$ cat src/rtl/btn_gesture_conditioner_pkg.sv
// Shared button codes and gesture FSM states.
// The downstream state machine uses the same code constants.
package hw_btn_pkg;

    typedef enum logic [1:0] {
        IDLE = 2'd0,
        HELD = 2'd1,
        EMIT = 2'd2
    } gst_t;

    localparam logic [1:0] BTN_NONE = 2'b00;
    localparam logic [1:0] BTN_0    = 2'b01;
    localparam logic [1:0] BTN_1    = 2'b10;
    localparam logic [1:0] BTN_BOTH = 2'b11;

endpackage

$ cat src/rtl/btn_gesture_conditioner_debounce.sv
// One key: 2-FF synchroniser feeding a stable-level debouncer.
// level is active-high; the raw key is active-low.
module btn_debounce #(
    parameter int  DEBOUNCE_CYCLES = 500000,
    localparam int CNT_W = $clog2(DEBOUNCE_CYCLES + 1)
) (
    input  logic clk,
    input  logic reset,
    input  logic btn_n,
    output logic level
);

    logic             s1;
    logic             s2;
    logic             stable;
    logic [CNT_W-1:0] cnt;

    always_ff @(posedge clk or negedge reset) begin
        if (!reset) begin
            s1     <= 1'b1;
            s2     <= 1'b1;
            stable <= 1'b1;
            cnt    <= '0;
        end else begin
            s1 <= btn_n;
            s2 <= s1;
            if (s2 == stable) begin
                cnt <= '0;
            end else if (cnt == CNT_W'(DEBOUNCE_CYCLES - 1)) begin
                stable <= s2;
                cnt    <= '0;
            end else begin
                cnt <= cnt + CNT_W'(1);
            end
        end
    end

    assign level = ~stable;

endmodule

$ cat src/rtl/btn_gesture_conditioner.sv
// Debounces both keys and merges each press-to-full-release
// gesture into a single one-cycle button code.
module btn_gesture_conditioner
    import hw_btn_pkg::*;
#(
    parameter int  DEBOUNCE_CYCLES = 500000,
    localparam int CNT_W = $clog2(DEBOUNCE_CYCLES + 1)
) (
    input  logic       clk,
    input  logic       reset,
    input  logic [1:0] btn_n,
    output logic [1:0] btn_level,
    output logic [1:0] btn_code,
    output logic       btn_valid
);

    gst_t       state;
    logic [1:0] acc;

    for (genvar k = 0; k < 2; k++) begin : g_key
        btn_debounce #(
            .DEBOUNCE_CYCLES(DEBOUNCE_CYCLES)
        ) u_db (
            .clk   (clk),
            .reset (reset),
            .btn_n (btn_n[k]),
            .level (btn_level[k])
        );
    end

    // Code is loaded on the edge that enters EMIT so it is
    // registered and visible exactly during the EMIT cycle.
    always_ff @(posedge clk or negedge reset) begin
        if (!reset) begin
            state     <= IDLE;
            acc       <= BTN_NONE;
            btn_code  <= BTN_NONE;
            btn_valid <= 1'b0;
        end else begin
            unique case (state)
                IDLE: begin
                    if (btn_level != BTN_NONE) begin
                        acc   <= btn_level;
                        state <= HELD;
                    end
                end
                HELD: begin
                    acc <= acc | btn_level;
                    if (btn_level == BTN_NONE) begin
                        btn_code  <= acc;
                        btn_valid <= (acc != BTN_NONE);
                        state     <= EMIT;
                    end
                end
                EMIT: begin
                    acc       <= BTN_NONE;
                    btn_code  <= BTN_NONE;
                    btn_valid <= 1'b0;
                    state     <= IDLE;
                end
                default: begin
                    acc       <= BTN_NONE;
                    btn_code  <= BTN_NONE;
                    btn_valid <= 1'b0;
                    state     <= IDLE;
                end
            endcase
        end
    end

endmodule

$ cat config.mk
export PLATFORM = sky130hd
export DESIGN_NAME = btn_gesture_conditioner
export DESIGN_NICKNAME = d
export VERILOG_FILES = /design/src/rtl/btn_gesture_conditioner_pkg.sv /design/src/rtl/btn_gesture_conditioner_debounce.sv /design/src/rtl/btn_gesture_conditioner.sv
export SDC_FILE = /design/constraint.sdc
export NUM_CORES = 1
export LEC_CHECK = 0
export CAP_MARGIN = 20
export CORE_ASPECT_RATIO = 1.1
export CORE_MARGIN = 4
export CORE_UTILIZATION = 54
export CTS_BUF_LIST = sky130_fd_sc_hd__clkbuf_8 sky130_fd_sc_hd__clkbuf_16
export DETAILED_ROUTE_END_ITERATION = 10
export PLACE_DENSITY = 0.72
export RECOVER_POWER = 50
export SYNTH_ARGS = -nofsm -noshare
export SYNTH_HDL_FRONTEND = slang
export SYNTH_SLANG_ARGS = --single-unit
$ cat constraint.sdc
create_clock -name clk -period 2.1 [get_ports clk]
set_input_delay 0.21 -clock clk [delete_from_list [all_inputs] [get_ports clk]]
set_output_delay 0.21 -clock clk [all_outputs]
set_load 0.02 [all_outputs]
Yosys cells after proc, flatten, opt, wreduce, memory -nomap -nowiden
Cells that the tools add are included.
{ "classes": {"n_addsub": 2, "eq_ne": 7, "muxes": 13, "bitwise_logic": 6, "n_reduce_logical": 8} }
{ "op_table": {"columns": ["cell", "count"], "rows": [
  ["two-way mux 19 bit", 4],
  ["adder 19 x 1 -> 19 bit (second input constant)", 2],
  ["equality test 19 bit (second input constant)", 2],
  ["case mux 2 bit (2 select lines)", 3],
  ["two-way mux 2 bit", 4],
  ["AND reduction 2 bit", 4],
  ["NOT 1 bit", 5],
  ["logical NOT 2 bit", 2],
  ["!= test 2 bit (second input constant)", 2],
  ["nonzero test 2 bit", 2],
  ["equality test 1 bit", 2],
  ["equality test 2 x 1 -> 1 bit (second input constant)", 1],
  ["bitwise OR 2 bit", 1],
  ["case mux 1 bit (2 select lines)", 1],
  ["two-way mux 1 bit", 1]
]} }
{ "totals": {"reg_bits": 51, "inputBits": 4, "output_inout_bits": 5, "word_cells": 48} }

Logic depth before layout (Yosys ltp)
Gate-level depths: netlist of the first run.
{ "logic_depth": {"word_depth": 4, "depth_mapped": 6, "mapped_depth_nobuf": 5} }

Cells and area by module
Synthesis of the first run repeated with hierarchy kept, for this count alone.
{ "hier_totals": {"cells_unflattened": 236, "hier_area_um2": 2454.9} }
{ "by_module_without_submodules": {"columns": ["mod", "instances", "cells_each", "area_per_inst_um2", "seq_area_each_um2"], "rows": [
  ["btn_debounce (g_key[1].u_db)", 1, 106, 1087.3, 554.3],
  ["btn_debounce (g_key[0].u_db)", 1, 106, 1081.0, 554.3],
  ["btn_gesture_conditioner", 1, 24, 286.5, 175.2]
]} }

Worst setup path after synthesis of the first run
Ideal clock, no wire load.
{ "synth_path": {"path_kind": "flip-flop to flip-flop", "startpoint": "reg g_key[0].u_db.cnt[0]", "endpoint": "reg g_key[0].u_db.cnt[10]", "setup_time_ns": 0.121, "arrival_ns": 1.736, "t_required_ns": 1.979, "slack_ns": 0.243, "stages_incl_launch_ff": 7, "n_path_buf": 1, "period_less_slack_ns": 1.857, "cell_sequence": "dfrtp_1 ha_1 nand2_1 or3_1 o21ai_2 buf_2 nor2_1"} }
{ "synth_between": {"elab_chain_cells": 3, "word_cells_on_any_way": 4, "cone_classes": "1 x add/sub; 1 x eq/ne; 2 x mux"} }
{ "synth_rtl": {"columns": ["element", "line_no", "source"], "rows": [
  ["start, declared", "btn_gesture_conditioner_debounce.sv:16", "logic [CNT_W-1:0] cnt;"],
  ["start signal, assigned", "btn_gesture_conditioner_debounce.sv:33", "cnt <= cnt + CNT_W'(1);"],
  ["adder 19 x 1 -> 19 bit or equality test 19 bit (tied branches)", "btn_gesture_conditioner_debounce.sv:33, btn_gesture_conditioner_debounce.sv:29", null],
  ["two-way mux 19 bit *", "btn_gesture_conditioner_debounce.sv:29", "end else if (cnt == CNT_W'(DEBOUNCE_CYCLES - 1)) begin"],
  ["two-way mux 19 bit *", "btn_gesture_conditioner_debounce.sv:27", "if (s2 == stable) begin"]
]} }
Mark *: on every way between the ends. The rest lies on a longest branch, timed or not.
A chain may end at the register's enable or synchronous reset.

Worst setup path after layout of the first run
{ "layout_path": {"startpoint": "reg g_key[0].u_db.cnt[0]", "endpoint": "reg g_key[0].u_db.cnt[18]"} }
The elaborated chain is that of the path after synthesis.

==> results.py, run 1 <==
metrics = {
    "run_status": {
        "status": "finished, final reports clean",
    },
    "critical_path": {
        "arrival_ns": 2.09,
        "slowest_delay_ns": 0.48,
        "cp.required_ns": 2.33,
        "worstSetupPathType": "flip-flop to flip-flop",
        "path_cells": "ha_1 -> nand2_1 -> or3_1 -> or4_1 -> a21oi_1",
        "cp-start-kind": "flip-flop",
        "path_max_fanout": 7,
        "crit_family": "simple AND/OR/NAND/NOR gates",
        "crit_buf_inv": 0,
        "critPathSlowestCell": "or4_1",
        "critPathCaptureType": "flip-flop",
    },
    "routing": {
        "dr.pass1.iters": 4,
        "vias_per_cell": 5.62,
        "drcViolationCount": 0,
        "final_antenna_net_count": 0,
        "wl_per_cell_um": 13.6,
        "num_vias": 1709,
        "drtIter0Drc": 78,
        "drt-total-wl_mm": 4.12,
    },
    "layout": {
        "seq_area_um2": 1280,
        "final_core_util": 0.625,
        "n_fill_cell": 367,
        "drive_above_1_share": 0.108,
        "final_common_cell": "dfrtp_1",
        "diodes": 0,
        "area_growth_pct": 11.3,
        "nets": 255,
        "multi_input_area_um2": 1070,
        "final_cell_mix": "dfrtp_1 (45), nor2_1 (38), nand2_1 (14), xor2_1 (14), xnor2_1 (14)",
        "design_area_um2": 2700,
    },
    "logic_synthesis": {
        "yosysTopAreaCell": "dfrtp_1",
        "yosys_warnings": 0,
        "synth_top_family_by_area": "simple AND/OR/NAND/NOR gates",
        "synth_compound_area_frac": 0.0671,
        "synthSimpleGateAreaFrac": 0.247,
        "ys_seq_area_frac": 0.529,
        "yosys.area.top_type_share": 0.464,
        "netlist_instances": 232,
        "yosysUniqueCellTypes": 37,
        "synthAdderAreaFrac": 0.0103,
        "yosys-mux-area-fraction": 0.0175,
        "synth_seq_cells": 51,
        "synthXorXnorAreaFrac": 0.101,
        "ys_top_cells_by_area": "dfrtp_1 (46%), dfstp_2 (6.5%), nor2_1 (5.9%), xnor2_1 (5.1%), xor2_1 (5.1%)",
        "avgSynthCellArea_um2": 10.5,
        "syn_area_um2": 2420,
        "syn-num-nets": 238,
    },
    "placement": {
        "gp_congestion": 0.809,
        "dp_hpwl_mm": 3.01,
        "port_buffers": 8,
        "postPlaceCellArea_um2": 2590,
    },
    "cts": {
        "clock-sinks": 51,
        "cts_tree": "built",
        "insertion_delay_ns": 0.31,
        "cts_root_buffer": "clkbuf_8",
        "htreeDepth": 2,
        "postCtsHoldBufs": 1,
        "cts_buffer_depth": 2,
        "clkTransAtPathRegs_ns": 0.09,
        "post_cts_buffers": 0,
        "cts_buffers": 5,
        "post_cts_resized": 0,
    },
    "sta": {
        "whs_ns": 0.363,
        "slew_viol_final": 0,
        "period_needed_ns": 1.86,
        "rsz0062_at_grt": "false",
        "finalSetupTns_ns": 0,
        "finalSetupViolations": 0,
        "period_share": 0.886,
        "worst_pin_slew_ns": 1.40,
        "finalClockSkew_ns": 0.0117,
        "finalHoldViolCount": 0,
        "relSlewSlack": 0.0634,
        "fmaxAchievable_mhz": 537,
    },
    "power_and_ir_drop": {
        "pwr-share-comb": 0.042,
        "internal_power_mw": 1.29,
        "power_density_nw_per_um2": 615,
        "p_total_mw": 1.66,
        "seq_power_share": 0.610,
        "p_leak_nw": 1.14,
        "ir_drop_uv": 360,
        "p_clk_frac": 0.348,
        "swShare": 0.224,
        "p_sw_mw": 0.372,
    },
    "global_route": {
        "gr-total-overflow": 0,
        "antenna_found_initial": 0,
        "grt_pass1_wl_mm": 7.39,
        "groute.usage.overall": 0.168,
        "grt_pass1_vias": 1634,
        "grt_max_degree": 27,
    },
    "floorplanning": {
        "initial_core_util": 0.562,
        "core_um2": 4320,
        "die-area_um2": 5630,
        "num_rows": 25,
        "ios": 9,
        "die_width_um": 71.9,
        "die_y_um": 78.3,
    },
    "flow_run": {
        "drv_cap": 0,
    },
    "min_path": {
        "min_path_type": "flip-flop to flip-flop",
    },
}
[flip-flops by register name, indices dropped and copies added (netlist names)]
name,count
g_key.u_db.cnt,38
state,2
g_key.u_db.s1,2
g_key.u_db.s2,2
g_key.u_db.stable,2
btn_code,2
btn_valid,1
acc,2
[layer usage]
metal | global-route usage | vias to the layer above | part of all wire
met5 | 0 | - | 0
met2 | 0.270 | 20 | 0.48
met4 | 0.0827 | 0 | 0.027
li1 | - | 845 | -
met3 | 0.0499 | 7 | 0.035
met1 | 0.204 | 837 | 0.46
[worst paths after layout]
path / from / endpoint / slack [ns] / cells past startpoint
worst min-delay path: g_key[0].u_db.s1 / g_key[0].u_db.s2 / 0.36 / 0
worst min register to register: g_key[0].u_db.s1 / g_key[0].u_db.s2 / 0.36 / 0
max in group asynchronous: reset / g_key[1].u_db.s1 / 0.49 / 3
worst max-delay path: g_key[0].u_db.cnt[0] / g_key[0].u_db.cnt[18] / 0.24 / 5
worst max register to register: g_key[0].u_db.cnt[0] / g_key[0].u_db.cnt[18] / 0.24 / 5
min in group asynchronous: reset / g_key[1].u_db.cnt[18] / 0.76 / 2
[cells in the mapped netlist, drive strengths merged]
cell type / count
inv: 8
nor4: 9
xnor2: 14
mux2: 2
ha: 2
nor4b: 2
o21ba: 1
nor3: 5
and4: 2
dfrtp: 45
o31a: 1
nand3b: 1
o31ai: 5
or2: 1
a21oi: 11
mux2i: 2
o21ai: 6
and3: 4
dfstp: 6
buf: 6
nand2: 14
nor2b: 1
xor2: 14
nor2: 38
or3: 5
nand3: 10
or4: 4
nand4: 13
[stage by stage]
stage                     std cells  setup slack (ns)
after global placement          295             0.321
after CTS                       304             0.221
after global routing            304            0.0684
final                           304             0.239
after floorplan                 232             0.243
after detailed placement        295             0.243
[cell type report]
type / count / share of cell area
clock inverters: 2 / 0.00464
multi-input cells: 167 / 0.398
well taps: 54 / 0.0250
flip-flops and latches: 51 / 0.476
clock buffers: 6 / 0.0306
inverters: 8 / 0.0111
repair buffers: 16 / 0.0552
[logic make-up after synthesis]
family | Yosys count
adder cells (fa/ha/maj) | 2
buffers and inverters | 14
AO/OA/AOI/OAI | 24
AND/OR/NAND/NOR | 109
flip-flops | 51
XOR/XNOR | 28
multiplexers | 4
[worst register-to-register path: stages, from the launching register on]
cell and delay (ns):
dfrtp_1 0.46, ha_1 0.20, nand2_1 0.11, or3_1 0.39, or4_1 0.48, a21oi_1 0.14
[power groups by stage]
stage	clock, mW	sequential, mW	combinational (mW)
global route	0.635	1.02	0.0816
CTS	0.595	1.01	0.0734
floorplan	0	1.03	0.0310
detailed placement	0	1.03	0.0715
finish	0.578	1.01	0.0697
global placement	0	1.03	0.0714
Power figures use the tool's default switching activity.
==> run 2, diff against run 1 <==
ABC_AREA = 1   (was not set)
==> run 2 against run 1 <==
Utilization fell by 0.56 points. Clock skew down 0.0054 ns. Non-clock buffer count decreased by 5. Clock power increased by 24%. Via count up 25%. Count of clock-buffer cells in the layout is the same. Sequential share of layout area down 3.6 points. Largest cell class unchanged.
==> results.py, run 2 <==
metrics = {
    "layout": {
        "fin_cells": 414,
        "final_cell_mix": "nor2_1 (93), nand2_1 (73), dfrtp_1 (45), inv_1 (35), nand3_1 (27)",
        "n_fill_cell": 407,
        "nets": 363,
        "drive_above_1_share": 0.0670,
        "largest_reg_flops": 38,
        "seq_area_um2": 1280,
        "multi_input_area_um2": 1220,
        "final_core_util": 0.620,
        "top_register": "g_key.u_db.cnt",
        "final_common_cell": "nor2_1",
        "area_growth_pct": 9.62,
        "diodes": 0,
    },
    "logic_synthesis": {
        "synth_common_cells": "nor2_1 (93), nand2_1 (73), dfrtp_1 (45)",
        "syn_area_um2": 2670,
        "yosys.area.top_type_share": 0.422,
        "ys_top_cells_by_area": "dfrtp_1 (42%), nor2_1 (13%), nand2_1 (10%), dfstp_2 (5.9%), nand3_1 (5.1%)",
        "synthSimpleGateAreaFrac": 0.331,
        "synthAdderAreaFrac": 0.00939,
        "syn-num-nets": 349,
        "yosysMostFrequentCell": "nor2_1",
        "ys_seq_area_frac": 0.481,
        "netlist_instances": 343,
        "yosys_warnings": 0,
        "yosys-mux-area-fraction": 0,
        "synth_seq_cells": 51,
        "synth_flop_cell": "dfrtp_1",
        "yosysUniqueCellTypes": 28,
        "synth_compound_area_frac": 0.0441,
        "avgSynthCellArea_um2": 7.77,
        "synthXorXnorAreaFrac": 0.0718,
        "synth_edf_count": 0,
        "yosysTopAreaCell": "dfrtp_1",
        "synth-async-reset-ratio": 1.00,
        "synth_top_family_by_area": "simple AND/OR/NAND/NOR gates",
    },
    "routing": {
        "vias_per_cell": 5.16,
        "drtIter0Drc": 91,
        "dr.pass1.iters": 4,
        "drt-total-wl_mm": 5.11,
        "final_antenna_net_count": 0,
        "drcViolationCount": 0,
        "wl_per_cell_um": 12.3,
        "num_vias": 2136,
    },
    "global_route": {
        "grt_max_degree": 24,
        "antenna_found_initial": 0,
        "grt_pass1_wl_mm": 9.00,
        "gr-total-overflow": 0,
        "groute.usage.overall": 0.192,
        "grt_pass1_vias": 2068,
    },
    "floorplanning": {
        "num_rows": 26,
        "die_width_um": 75,
        "core_um2": 4720,
        "die-area_um2": 6130,
        "ios": 9,
        "initial_core_util": 0.565,
        "die_y_um": 81.7,
    },
    "sta": {
        "relSlewSlack": 0.169,
        "worst_pin_slew_ns": 1.25,
        "slew_viol_final": 0,
        "finalClockSkew_ns": 0.00627,
        "finalHoldViolCount": 0,
        "period_share": 0.866,
        "rsz0062_at_grt": "false",
        "finalSetupTns_ns": 0,
        "finalSetupViolations": 0,
        "period_needed_ns": 1.82,
        "fmaxAchievable_mhz": 550,
    },
    "power_and_ir_drop": {
        "internal_power_mw": 1.41,
        "ir_drop_uv": 453,
        "p_sw_mw": 0.379,
        "p_clk_frac": 0.402,
        "swShare": 0.212,
        "pwr-share-comb": 0.034,
        "seq_power_share": 0.563,
        "power_density_nw_per_um2": 611,
        "p_leak_nw": 1.30,
    },
    "cts": {
        "cts_buffer_depth": 2,
        "cts_tree": "built",
        "cts_buffers": 5,
        "cts_root_buffer": "clkbuf_8",
        "htreeDepth": 2,
        "clkTransAtPathRegs_ns": 0.09,
        "clock-sinks": 51,
        "post_cts_buffers": 0,
        "insertion_delay_ns": 0.31,
    },
    "placement": {
        "gp_congestion": 0.897,
        "dp_hpwl_mm": 3.84,
        "dp.cells": 405,
        "port_buffers": 8,
    },
    "run_status": {
        "status": "finished, final reports clean",
    },
    "critical_path": {
        "cp-start-kind": "flip-flop",
        "crit_buf_inv": 2,
        "slowest_delay_ns": 0.69,
        "path_cells": "inv_1 -> clkdlybuf4s50_1",
        "cp.required_ns": 1.89,
        "worstSetupPathType": "flip-flop to output pin",
        "critPathCaptureType": "output pin",
        "path_max_fanout": 7,
        "crit_family": "flip-flops",
        "arrival_ns": 1.61,
        "critPathSlowestCell": "dfstp_1",
    },
    "flow_run": {
        "drv_cap": 0,
    },
    "min_path": {
        "min_path_type": "flip-flop to flip-flop",
    },
}
[run 2: logic make-up (layout without fill, tap and decap cells)]
kind of cell    after synthesis  in the layout
compound gates               20             20
buf+inv                      40             55
xor+xnor                     21             21
fa+ha+maj                     2              2
simple gates                209            209
flops                        51             51
[run 2: through the flow]
stage	hold slack (ns)	instance area, um^2	power [mW]	setup slack [ns]
after floorplan	-0.0856	2670	1.05	0.817
after global placement	0.216	2800	1.09	0.564
after detailed placement	0.219	2800	1.09	0.501
after CTS	0.283	2930	1.82	0.349
after global routing	0.365	2920	1.86	0.153
final	0.361	2920	1.79	0.282
[run 2: final timing paths]
path,startpoint,slack [ns],endpoint,cells past startpoint
worst max-delay path,g_key[1].u_db.stable,0.28,btn_level[1],2
worst min-delay path,g_key[0].u_db.s1,0.36,g_key[0].u_db.s2,0
worst max register to register,g_key[0].u_db.cnt[0],0.50,g_key[0].u_db.cnt[17],6
worst min register to register,g_key[0].u_db.s1,0.36,g_key[0].u_db.s2,0
max in group asynchronous,reset,0.40,g_key[0].u_db.s2,3
min in group asynchronous,reset,0.68,g_key[1].u_db.cnt[9],2
[run 2: power groups by stage]
| stage | sequential [mW] | combinational (mW) | clock (mW) |
|---|---|---|---|
| global placement | 1.02 | 0.0624 | 0 |
| finish | 1.01 | 0.0614 | 0.718 |
| floorplan | 1.02 | 0.0301 | 0 |
| global route | 1.01 | 0.0707 | 0.780 |
| detailed placement | 1.03 | 0.0642 | 0 |
| CTS | 1.01 | 0.0657 | 0.749 |
[run 2: what timing repair did]
item | in CTS | in global routing
hold buffers | 1 | 0
hold endpoints to repair | 21 | 0
resized for setup | 0 | 0
[run 2: cell type report]
| type | instances | area share |
|---|---|---|
| flip-flops and latches | 51 | 0.439 |
| multi-input cells | 252 | 0.416 |
| inverters | 36 | 0.0462 |
| repair buffers | 11 | 0.0330 |
| clock buffers | 6 | 0.0283 |
| well taps | 56 | 0.0240 |
| clock inverters | 2 | 0.0133 |
[run 2: worst reg2reg max path, stage by stage, from the launching register on]
cell and delay [ns]:
dfrtp_1 0.39, ha_1 0.21, nand2_1 0.08, nor2_1 0.25
nand3_1 0.24, nand2_1 0.24, nor2_1 0.08
[run 2: metal layers]
layer	part of all wire	GRT usage	up-vias
met1	0.46	0.227	1000
met4	0.010	0.0730	0
met3	0.032	0.0428	6
li1	-	-	1094
met2	0.50	0.337	36
met5	0	0	-
